<file path="src/rtl/core_pkg.sv">
// Shared core definitions: ALU op codes and forwarding selects.
// Used by the EX stage, Mem_Stage and the hazard unit.
// No logic; constants and widths only.
package core_pkg;

  localparam int CORE_DATA_W = 32;
  localparam int CORE_REG_W  = 5;

  // ALU operation codes carried on ALUControlE
  localparam logic [2:0] ALU_ADD = 3'b000;
  localparam logic [2:0] ALU_SUB = 3'b001;
  localparam logic [2:0] ALU_AND = 3'b010;
  localparam logic [2:0] ALU_OR  = 3'b011;
  localparam logic [2:0] ALU_SLT = 3'b101;

  // Forward selects driven by the hazard unit (2'b11 is reserved, acts as FWD_RF)
  localparam logic [1:0] FWD_RF  = 2'b00;
  localparam logic [1:0] FWD_WB  = 2'b01;
  localparam logic [1:0] FWD_MEM = 2'b10;

endpackage

</file>
<file path="src/rtl/execute_stage_if.sv">
// ID/EX inputs, EX/MEM outputs and fetch-redirect signals of the EX stage.
// Latency: n/a (bundle of wires).
// Backpressure: none; the pipeline advances every cycle.
interface execute_stage_if #(
  parameter int DATA_W = 32,
  parameter int REG_W  = 5
);

  // ID/EX side
  logic              RegWriteE;
  logic              MemWriteE;
  logic              ResultSrcE;
  logic              BranchE;
  logic              JumpE;
  logic              ALUSrcE;
  logic [2:0]        ALUControlE;
  logic [DATA_W-1:0] RD1_E;
  logic [DATA_W-1:0] RD2_E;
  logic [DATA_W-1:0] Imm_Ext_E;
  logic [DATA_W-1:0] PCE;
  logic [DATA_W-1:0] PCPlus4E;
  logic [REG_W-1:0]  RD_E;
  logic [1:0]        ForwardA_E;
  logic [1:0]        ForwardB_E;
  logic [DATA_W-1:0] ResultW;

  // Fetch redirect
  logic              PCSrcE;
  logic [DATA_W-1:0] PCTargetE;

  // EX/MEM side
  logic              RegWriteM;
  logic              MemWriteM;
  logic              ResultSrcM;
  logic [REG_W-1:0]  RD_M;
  logic [DATA_W-1:0] PCPlus4M;
  logic [DATA_W-1:0] WriteDataM;
  logic [DATA_W-1:0] ALU_ResultM;

  // Upstream / environment view: drives the instruction, observes results
  modport master (
    output RegWriteE, MemWriteE, ResultSrcE, BranchE, JumpE, ALUSrcE,
           ALUControlE, RD1_E, RD2_E, Imm_Ext_E, PCE, PCPlus4E, RD_E,
           ForwardA_E, ForwardB_E, ResultW,
    input  PCSrcE, PCTargetE, RegWriteM, MemWriteM, ResultSrcM, RD_M,
           PCPlus4M, WriteDataM, ALU_ResultM
  );

  // EX stage view
  modport slave (
    input  RegWriteE, MemWriteE, ResultSrcE, BranchE, JumpE, ALUSrcE,
           ALUControlE, RD1_E, RD2_E, Imm_Ext_E, PCE, PCPlus4E, RD_E,
           ForwardA_E, ForwardB_E, ResultW,
    output PCSrcE, PCTargetE, RegWriteM, MemWriteM, ResultSrcM, RD_M,
           PCPlus4M, WriteDataM, ALU_ResultM
  );

endinterface

</file>
<file path="src/rtl/alu.sv">
// RV32I integer ALU: add, sub, and, or, signed slt; unknown ops give 0.
// Latency: combinational.
// Backpressure: none.
module alu
  import core_pkg::*;
#(
  parameter int DATA_W = 32
) (
  input  logic [DATA_W-1:0] SrcA,
  input  logic [DATA_W-1:0] SrcB,
  input  logic [2:0]        ALUControl,
  output logic [DATA_W-1:0] Result,
  output logic              Zero
);

  logic slt_bit;

  assign slt_bit = ($signed(SrcA) < $signed(SrcB));

  // Operation select; add/sub wrap naturally at DATA_W bits
  always_comb begin
    Result = '0;
    case (ALUControl)
      ALU_ADD: Result = SrcA + SrcB;
      ALU_SUB: Result = SrcA - SrcB;
      ALU_AND: Result = SrcA & SrcB;
      ALU_OR:  Result = SrcA | SrcB;
      ALU_SLT: Result = {{(DATA_W-1){1'b0}}, slt_bit};
      default: Result = '0;
    endcase
  end

  assign Zero = (Result == '0);

endmodule

</file>
<file path="src/rtl/execute_stage.sv">
// EX stage: operand forwarding, ALU, branch/jump resolution, EX/MEM register.
// Latency: 1 cycle to *M outputs; PCSrcE/PCTargetE are combinational.
// Backpressure: none; the EX/MEM register loads every cycle and is never flushed.
module execute_stage
  import core_pkg::*;
#(
  parameter int DATA_W = 32,
  parameter int REG_W  = 5
) (
  input  logic          clk,
  input  logic          rst,
  execute_stage_if.slave ex
);

  logic [DATA_W-1:0] src_a;
  logic [DATA_W-1:0] fwd_b;
  logic [DATA_W-1:0] src_b;
  logic [DATA_W-1:0] alu_result;
  logic              alu_zero;

  // Registered EX/MEM state; alu_result_m also feeds the MEM forward path
  logic              reg_write_m;
  logic              mem_write_m;
  logic              result_src_m;
  logic [REG_W-1:0]  rd_m;
  logic [DATA_W-1:0] pc_plus4_m;
  logic [DATA_W-1:0] write_data_m;
  logic [DATA_W-1:0] alu_result_m;

  // Operand A forward mux; reserved select 2'b11 falls back to the register file
  always_comb begin
    src_a = ex.RD1_E;
    case (ex.ForwardA_E)
      FWD_WB:  src_a = ex.ResultW;
      FWD_MEM: src_a = alu_result_m;
      default: src_a = ex.RD1_E;
    endcase
  end

  // Operand B forward mux; this value is also the store data
  always_comb begin
    fwd_b = ex.RD2_E;
    case (ex.ForwardB_E)
      FWD_WB:  fwd_b = ex.ResultW;
      FWD_MEM: fwd_b = alu_result_m;
      default: fwd_b = ex.RD2_E;
    endcase
  end

  assign src_b = ex.ALUSrcE ? ex.Imm_Ext_E : fwd_b;

  alu #(
    .DATA_W (DATA_W)
  ) u_alu (
    .SrcA       (src_a),
    .SrcB       (src_b),
    .ALUControl (ex.ALUControlE),
    .Result     (alu_result),
    .Zero       (alu_zero)
  );

  // Redirect is suppressed during reset so fetch never follows a stale target
  assign ex.PCSrcE    = rst & (ex.JumpE | (ex.BranchE & alu_zero));
  assign ex.PCTargetE = ex.PCE + ex.Imm_Ext_E;

  // EX/MEM pipeline register; reset overrides whatever instruction is in EX
  always_ff @(posedge clk) begin
    if (!rst) begin
      reg_write_m  <= 1'b0;
      mem_write_m  <= 1'b0;
      result_src_m <= 1'b0;
      rd_m         <= '0;
      pc_plus4_m   <= '0;
      write_data_m <= '0;
      alu_result_m <= '0;
    end else begin
      reg_write_m  <= ex.RegWriteE;
      mem_write_m  <= ex.MemWriteE;
      result_src_m <= ex.ResultSrcE;
      rd_m         <= ex.RD_E;
      pc_plus4_m   <= ex.PCPlus4E;
      write_data_m <= fwd_b;
      alu_result_m <= alu_result;
    end
  end

  assign ex.RegWriteM   = reg_write_m;
  assign ex.MemWriteM   = mem_write_m;
  assign ex.ResultSrcM  = result_src_m;
  assign ex.RD_M        = rd_m;
  assign ex.PCPlus4M    = pc_plus4_m;
  assign ex.WriteDataM  = write_data_m;
  assign ex.ALU_ResultM = alu_result_m;

endmodule
</file>
<file path="src/flat_wrapper.sv">
// flat-port wrapper written by rule: the top's interface ports become plain ports
module execute_stage_flat import core_pkg::*;
#(
  parameter int DATA_W = 32,
  parameter int REG_W  = 5
)
  (clk, rst, ex_RegWriteE, ex_MemWriteE, ex_ResultSrcE, ex_BranchE, ex_JumpE, ex_ALUSrcE, ex_ALUControlE, ex_RD1_E, ex_RD2_E, ex_Imm_Ext_E, ex_PCE, ex_PCPlus4E, ex_RD_E, ex_ForwardA_E, ex_ForwardB_E, ex_ResultW, ex_PCSrcE, ex_PCTargetE, ex_RegWriteM, ex_MemWriteM, ex_ResultSrcM, ex_RD_M, ex_PCPlus4M, ex_WriteDataM, ex_ALU_ResultM);
  execute_stage_if #(.DATA_W(DATA_W), .REG_W(REG_W)) ex_i ();
  input  logic clk;
  input  logic rst;
  input wire logic [$bits(ex_i.RegWriteE)-1:0] ex_RegWriteE;
  input wire logic [$bits(ex_i.MemWriteE)-1:0] ex_MemWriteE;
  input wire logic [$bits(ex_i.ResultSrcE)-1:0] ex_ResultSrcE;
  input wire logic [$bits(ex_i.BranchE)-1:0] ex_BranchE;
  input wire logic [$bits(ex_i.JumpE)-1:0] ex_JumpE;
  input wire logic [$bits(ex_i.ALUSrcE)-1:0] ex_ALUSrcE;
  input wire logic [$bits(ex_i.ALUControlE)-1:0] ex_ALUControlE;
  input wire logic [$bits(ex_i.RD1_E)-1:0] ex_RD1_E;
  input wire logic [$bits(ex_i.RD2_E)-1:0] ex_RD2_E;
  input wire logic [$bits(ex_i.Imm_Ext_E)-1:0] ex_Imm_Ext_E;
  input wire logic [$bits(ex_i.PCE)-1:0] ex_PCE;
  input wire logic [$bits(ex_i.PCPlus4E)-1:0] ex_PCPlus4E;
  input wire logic [$bits(ex_i.RD_E)-1:0] ex_RD_E;
  input wire logic [$bits(ex_i.ForwardA_E)-1:0] ex_ForwardA_E;
  input wire logic [$bits(ex_i.ForwardB_E)-1:0] ex_ForwardB_E;
  input wire logic [$bits(ex_i.ResultW)-1:0] ex_ResultW;
  output wire logic [$bits(ex_i.PCSrcE)-1:0] ex_PCSrcE;
  output wire logic [$bits(ex_i.PCTargetE)-1:0] ex_PCTargetE;
  output wire logic [$bits(ex_i.RegWriteM)-1:0] ex_RegWriteM;
  output wire logic [$bits(ex_i.MemWriteM)-1:0] ex_MemWriteM;
  output wire logic [$bits(ex_i.ResultSrcM)-1:0] ex_ResultSrcM;
  output wire logic [$bits(ex_i.RD_M)-1:0] ex_RD_M;
  output wire logic [$bits(ex_i.PCPlus4M)-1:0] ex_PCPlus4M;
  output wire logic [$bits(ex_i.WriteDataM)-1:0] ex_WriteDataM;
  output wire logic [$bits(ex_i.ALU_ResultM)-1:0] ex_ALU_ResultM;
  assign ex_i.RegWriteE = ex_RegWriteE;
  assign ex_i.MemWriteE = ex_MemWriteE;
  assign ex_i.ResultSrcE = ex_ResultSrcE;
  assign ex_i.BranchE = ex_BranchE;
  assign ex_i.JumpE = ex_JumpE;
  assign ex_i.ALUSrcE = ex_ALUSrcE;
  assign ex_i.ALUControlE = ex_ALUControlE;
  assign ex_i.RD1_E = ex_RD1_E;
  assign ex_i.RD2_E = ex_RD2_E;
  assign ex_i.Imm_Ext_E = ex_Imm_Ext_E;
  assign ex_i.PCE = ex_PCE;
  assign ex_i.PCPlus4E = ex_PCPlus4E;
  assign ex_i.RD_E = ex_RD_E;
  assign ex_i.ForwardA_E = ex_ForwardA_E;
  assign ex_i.ForwardB_E = ex_ForwardB_E;
  assign ex_i.ResultW = ex_ResultW;
  assign ex_PCSrcE = ex_i.PCSrcE;
  assign ex_PCTargetE = ex_i.PCTargetE;
  assign ex_RegWriteM = ex_i.RegWriteM;
  assign ex_MemWriteM = ex_i.MemWriteM;
  assign ex_ResultSrcM = ex_i.ResultSrcM;
  assign ex_RD_M = ex_i.RD_M;
  assign ex_PCPlus4M = ex_i.PCPlus4M;
  assign ex_WriteDataM = ex_i.WriteDataM;
  assign ex_ALU_ResultM = ex_i.ALU_ResultM;
  execute_stage #(.DATA_W(DATA_W), .REG_W(REG_W)) u_core (.clk(clk), .rst(rst), .ex(ex_i));
endmodule
</file>
<file path="config.mk">
export PLATFORM = sky130hd
export DESIGN_NAME = execute_stage_flat
export DESIGN_NICKNAME = d
export VERILOG_FILES = /design/src/rtl/core_pkg.sv /design/src/rtl/execute_stage_if.sv /design/src/rtl/alu.sv /design/src/rtl/execute_stage.sv /design/src/flat_wrapper.sv
export SDC_FILE = /design/constraint.sdc
export NUM_CORES = 1
export LEC_CHECK = 0
export BUFFER_PORTS_ARGS = -buffer_cell sky130_fd_sc_hd__buf_4
export CAP_MARGIN = 20
export CELL_PAD_IN_SITES_DETAIL_PLACEMENT = 0
export CELL_PAD_IN_SITES_GLOBAL_PLACEMENT = 1
export CORE_MARGIN = 4
export CORE_UTILIZATION = 40
export CTS_CLUSTER_SIZE = 40
export DETAILED_ROUTE_END_ITERATION = 10
export PLACE_DENSITY = 0.95
export SLEW_MARGIN = 20
export SYNTH_ARGS = -nofsm -noshare
export SYNTH_HDL_FRONTEND = slang
export SYNTH_SLANG_ARGS = --single-unit
</file>
<file path="constraint.sdc">
create_clock -name clk -period 13.1 [get_ports clk]
set_input_delay 1.31 -clock clk [delete_from_list [all_inputs] [get_ports clk]]
set_output_delay 1.31 -clock clk [all_outputs]
set_load 0.005 [all_outputs]
</file>
==> results.toml, run 1 <==
[synth]
synth_edf_count = 0
yosysWarnings = 0
syn_area_mm2 = 0.0111
synthArstFlopShare_pct = 0
synth_cell_types = 74
synthCells = 1553
synth_ff_type = "dfxtp_1"
synth_fp_nets = 1912
avgSynthCellArea_um2 = 7.12
ys_ff_latch = 104
ys_seq_area_share_pct = 18.8

[finish]
instances_no_fill = 2206
nNetsFinal = 2185
layout_common_cells = "buf_4, nor2_1, ha_1"
final_common_cell = "buf_4"
areaGrowthSynthToFinish_pct = 27.9
drive_above_1_share_pct = 21.4
final_core_util_pct = 52.1

[power_and_ir_drop]
p_sw_uw = 580
power_frac_comb_pct = 53.0
vdd_drop_max_v = 0.0000953
cellPowerDensity_mw_per_mm2 = 94.9
clockPowerShare_pct = 20.6
leakagePower_uw = 0.00650
seqPwrFrac_pct = 26.4
switching_share_pct = 43.3
p_int_uw = 761

[min_path]
hold_path.class = "reg -> reg"
holdPathStages = 4
min_from = "u_core.ex.ALU_ResultM[0]"
min_to = "u_core.ex.WriteDataM[0]"

[run]
cap_viol_max_count = 0

[routing]
drt_iter0_markers = 1535
drc = 0
drt-pass1-iter-count = 6
antenna_left = 0
wl_per_cell_um = 22.4
routed_via_density = 5.84
routed_wl_mm = 49.4
vias = 12900

[setup_path]
crit_top_cell = "buf_4"
critPathArrivalTime_ns = 7.56
crit_family = "compound AO/OA/AOI/OAI gates"
r2r_cells = 13
path_cells = "buf_4, inv_1, ha_2, a22oi_1, nor2_1, a21oi_1, o21ai_0, ha_1, or4_1, a2111oi_0, a31o_2, o21ai_2, o211ai_1, nor4b_1, o22ai_1, a2111o_1, nor4_1, o2111ai_1, o21ai_1, buf_4"
required_ns = 11.79
critPathLaunch = "ex_ForwardB_E[0]"
cp-start-kind = "input port"
worst-r2r-setup-slack_ns = 8.26
critPathCaptureType = "primary output"
max_stage_delay_ns = 0.73
crit_buf_inv = 3
worstReg2RegStart = "u_core.ex.ALU_ResultM[11]"
critPathSlowestCell = "nor4b_1"
crit_cells = 20
reg2reg_to = "u_core.ex.ALU_ResultM[0]"
cp_max_fo = 32
critPathKind = "in -> out"

[sta]
finalSetupViolCount = 0
fin_worst_skew_ns = 0.0151
rsz0062_at_grt = "false"
worst_hold_slack_ns = 0.752
fmax_mhz = 113
finalHoldViolations = 0
setup_ws_ns = 4.23
slew_viol_final = 0
period_share_pct = 67.7
worstMarginPinSlew_ns = 0.939
period_minus_slack_ns = 8.87
fin_tns_setup_ns = 0
slew_headroom_pct = 35.8

[status]
outcome = "finished clean"

[cts]
cts_made_buffers = 9
htreeDepth = 3
clkTransAtPathRegs_ns = 0.08
postCtsHoldBufs = 0
post_cts_buffers = 0
clock-sinks = 104
cts_buffer_depth = 2
cts_root_buffer = "clkbuf_16"
cts_resized = 0
cts_tree = "yes"
clock_latency_ns = 0.36

[floorplanning]
io_pins = 349
std_cell_rows = 60
core-area_mm2 = 0.0271
start_util_pct = 40.8
die-area_mm2 = 0.0303
fp.dieW_um = 174
fp.dieH_um = 174

[global_route]
antenna_found_initial = 3
grt_max_degree = 65
gr-usage-all-layers_pct = 30.5
grt_pass1_wl_mm = 73.1
grt_overflow = 0
grt_pass1_vias = 12200

[placement]
io_buffers = 348
dp_hpwl_mm = 40.0
place_ws_ns = 4.43
placedCellCount = 2187
place.gp.congestion = 0.999
worst min-delay path, cell delays in order (launching register included):
cell     delay [ns]
dfxtp_1        0.39
a22oi_1        0.10
nor2_1         0.08
a21oi_1        0.06
nor2_1         0.07
state kept, by name, summed over array words and instances (netlist names):
| signal | cells |
|---|---|
| u_core.ex.WriteDataM | 32 |
| u_core.ex.ResultSrcM | 1 |
| u_core.ex.MemWriteM | 1 |
| u_core.ex.ALU_ResultM | 32 |
| u_core.ex.RegWriteM | 1 |
| u_core.ex.PCPlus4M | 32 |
| u_core.ex.RD_M | 5 |
metal layers:
| layer | GRT usage (%) | part of all wire, % | up-vias |
|---|---|---|---|
| met5 | 0 | 0 | - |
| met1 | 38.9 | 41 | 6054 |
| met3 | 5.68 | 8.2 | 117 |
| li1 | - | - | 6051 |
| met2 | 51.1 | 47 | 655 |
| met4 | 11.9 | 4.1 | 0 |
layout make-up:
cell class              count  area, µm²
diodes                      3       7.51
well taps                 372        465
fillers                  2714      13000
multi-input cells        1230       8140
flip-flops and latches    104       2080
clock buffers               9        225
clock inverters             7       62.6
repair buffers            359       2700
inverters                 122        458
power by group through the flow:
stage	Clock [µW]	Combinational, µW	Sequential [µW]
floorplan	0	422	358
global placement	0	691	361
detailed placement	0	692	360
CTS	278	695	353
global route	291	769	356
finish	277	710	354
worst max path at each step:
stage | end | slack [ns]
after global placement | ex_PCSrcE | 4.52
after CTS | ex_PCSrcE | 4.43
after global routing | ex_PCSrcE | 3.94
final | ex_PCSrcE | 4.23
after detailed placement | ex_PCSrcE | 4.43
after floorplan | ex_PCSrcE | 6.30
cell usage after synthesis (4+ instances only):
library cell / count / area (µm²)
and3_1: 6 / 37.5
nand2b_1: 16 / 100
nand2_1: 131 / 492
dfxtp_1: 104 / 2080
nor2b_1: 22 / 138
mux2i_1: 8 / 80.1
nand3_1: 28 / 140
and2_1: 56 / 350
a211o_1: 4 / 35.0
xor2_1: 10 / 87.6
or4_1: 7 / 52.6
nand4_1: 12 / 75.1
buf_1: 11 / 41.3
o21ai_0: 132 / 661
clkbuf_1: 81 / 304
a211oi_1: 27 / 203
a2111oi_0: 9 / 78.8
o21a_1: 11 / 82.6
nand4b_1: 4 / 35.0
a31oi_1: 14 / 87.6
o21ai_1: 8 / 40.0
xnor2_1: 39 / 342
a21oi_1: 130 / 651
inv_1: 122 / 458
a21o_1: 18 / 135
or3_1: 5 / 31.3
a311oi_1: 4 / 35.0
ha_1: 144 / 1800
nor4_1: 15 / 93.8
buf_2: 4 / 20.0
a22oi_1: 66 / 495
o211ai_1: 13 / 97.6
o22ai_1: 11 / 68.8
or2_2: 6 / 37.5
nor3_1: 30 / 150
nor2_1: 156 / 586
o31a_1: 8 / 70.1
o21bai_1: 15 / 113
o31ai_1: 9 / 67.6
through the flow:
stage | power, µW | instance area [µm²]
after floorplan | 781 | 11100
after global placement | 1050 | 13800
after detailed placement | 1050 | 13800
after CTS | 1330 | 14100
after global routing | 1420 | 14100
final | 1340 | 14100
logic make-up (layout without fill, tap and decap cells):
| kind of cell | after synthesis | in the layout | synth area share (%) |
|---|---|---|---|
| AO/OA/AOI/OAI | 518 | 518 | 29.8 |
| XOR/XNOR | 49 | 49 | 3.88 |
| adder cells (fa/ha/maj) | 147 | 147 | 16.8 |
| buffers and inverters | 219 | 497 | 7.55 |
| flip-flops | 104 | 104 | 18.8 |
| multiplexers | 12 | 12 | 1.23 |
| other | 0 | 3 | 0 |
| AND/OR/NAND/NOR | 504 | 504 | 21.8 |
(Power assumes the default switching activity.)
==> run 2: changes to the inputs <==
--- a/config.mk
+++ b/config.mk
@@ -10,10 +10,10 @@
 export CELL_PAD_IN_SITES_DETAIL_PLACEMENT = 0
 export CELL_PAD_IN_SITES_GLOBAL_PLACEMENT = 1
 export CORE_MARGIN = 4
-export CORE_UTILIZATION = 40
+export CORE_UTILIZATION = 33
 export CTS_CLUSTER_SIZE = 40
 export DETAILED_ROUTE_END_ITERATION = 10
-export PLACE_DENSITY = 0.95
+export PLACE_DENSITY = 0.85
 export SLEW_MARGIN = 20
 export SYNTH_ARGS = -nofsm -noshare
 export SYNTH_HDL_FRONTEND = slang
==> constraint.sdc (replaced) <==
create_clock -name clk -period 7.7 [get_ports clk]
set_input_delay 0.77 -clock clk [delete_from_list [all_inputs] [get_ports clk]]
set_output_delay 0.77 -clock clk [all_outputs]
set_load 0.005 [all_outputs]
==> results.toml, run 2 (synthesis gave the netlist of run 1 again) <==
[min_path]
min_from = "ex_RegWriteE"
hold_path.class = "in -> reg"

[setup_path]
path_cells = "buf_4, ha_2, buf_4, a21oi_1, o21ai_0, ha_1, or4_1, a2111oi_0, a31o_2, o21ai_2, o211ai_1, nor4b_1, o22ai_1, a2111o_1, nor4_1, o2111ai_1, o21ai_1, buf_4"
cp-start-kind = "input port"
critPathArrivalTime_ns = 6.50
critPathKind = "in -> out"
critPathCaptureType = "primary output"
cp_max_fo = 24
max_stage_delay_ns = 0.65
required_ns = 6.93
critPathSlowestCell = "nor4b_1"
reg2reg_to = "u_core.ex.ALU_ResultM[27]"
worstReg2RegStart = "u_core.ex.ALU_ResultM[14]"
r2r_cells = 15
worst-r2r-setup-slack_ns = 2.78
crit_end = "ex_PCSrcE"
crit_top_cell = "buf_4"
critPathLaunch = "ex_ForwardB_E[1]"

[finish]
nNetsFinal = 2190
areaGrowthSynthToFinish_pct = 29.2
ff_latch_area_mm2 = 0.00208
multi_input_area_mm2 = 0.00814
nFillCells = 3382
layout_common_cells = "buf_4, nor2_1, ha_1"
drive_above_1_share_pct = 21.7
final_common_cell = "buf_4"

[routing]
drt-pass1-iter-count = 6
drt_iter0_markers = 1232
antenna_left = 0
vias = 12800
routed_wl_mm = 50.6
wl_per_cell_um = 22.2
drc = 0
routed_via_density = 5.62

[placement]
dp_hpwl_mm = 41.6
place.gp.congestion = 1.01
place_ws_ns = 0.541
io_buffers = 348

[floorplanning]
std_cell_rows = 66
core-area_mm2 = 0.0328
io_pins = 349
fp.dieW_um = 191
start_util_pct = 33.7
die-area_mm2 = 0.0365
fp.dieH_um = 191

[run]
cap_viol_max_count = 0

[global_route]
grt_pass1_vias = 12300
grt_pass1_wl_mm = 73.4
antenna_found_initial = 2
gr-usage-all-layers_pct = 26.1
grt_max_degree = 84
grt_overflow = 0

[cts]
clock-sinks = 104
cts_resized = 0
clkTransAtPathRegs_ns = 0.08
htreeDepth = 3
clock_latency_ns = 0.37
cts_root_buffer = "clkbuf_16"
postCtsHoldBufs = 0
cts_tree = "yes"
post_cts_buffers = 0
cts_made_buffers = 9
cts_buffer_depth = 2

[sta]
period_share_pct = 94.4
period_minus_slack_ns = 7.27
rsz0062_at_grt = "false"
slew_viol_final = 0
finalSetupViolCount = 0
finalHoldViolations = 0
worstMarginPinSlew_ns = 0.876
fmax_mhz = 138
slew_headroom_pct = 41.0
setup_ws_ns = 0.428
fin_tns_setup_ns = 0
fin_worst_skew_ns = 0.00773

[power_and_ir_drop]
cellPowerDensity_mw_per_mm2 = 162
leakagePower_uw = 0.00654
vdd_drop_max_v = 0.000117

[status]
outcome = "finished clean"
run 2: worst min path at each step:
stage | cells past startpoint | to | slack (ns)
6_report | 2 | u_core.ex.RegWriteM | 0.60
5_1_grt | 2 | u_core.ex.ResultSrcM | 0.59
4_1_cts | 2 | u_core.ex.PCPlus4M[31] | 0.59
3_5_place_dp | 4 | u_core.ex.WriteDataM[26] | 0.70
3_3_place_gp | 4 | u_core.ex.WriteDataM[13] | 0.70
2_1_floorplan | 4 | u_core.ex.WriteDataM[30] | 0.64
run 2: layer usage:
| metal | share of wire (%) | global-route usage, % | wire length (µm) |
|---|---|---|---|
| met1 | 41 | 32.9 | 20600 |
| met2 | 48 | 44.5 | 24200 |
| met3 | 7.7 | 4.36 | 3910 |
| met4 | 3.8 | 10.4 | 1920 |
| met5 | 0 | 0 | 0 |
run 2: cell type report:
class	instances	share of cell area [%]
multi-input cells	1230	57.0
repair buffers	364	19.1
flip-flops and latches	104	14.6
well taps	442	3.87
inverters	122	3.21
clock buffers	9	1.58
clock inverters	7	0.552
diodes	2	0.0351
run 2: metrics by stage:
step	std cells	total power, µW	cell area (µm²)	util [%]	hold WS, ns
2_1_floorplan	1553	1330	11100	-	0.636
4_1_cts	2278	2300	14300	43.5	0.587
3_3_place_gp	2262	1800	14000	42.6	0.698
5_1_grt	2280	2450	14300	43.5	0.595
3_5_place_dp	2262	1800	14000	42.6	0.695
6_report	2280	2310	14300	43.5	0.599
run 2: critical path, delay by kind of cell:
family / cells / cell delay (ns)
adders and majority gates: 2 / 1.09
buffers and inverters: 3 / 0.50
and+or+nand+nor: 3 / 1.45
AOI/OAI and AO/OA: 10 / 2.66
run 2: power breakdown:
| group | switching, µW | internal, µW | total (µW) |
|---|---|---|---|
| combinational | 716 | 496 | 1210 |
| sequential | 29.4 | 576 | 606 |
| clock | 235 | 257 | 491 |
| total | 980 | 1330 | 2310 |
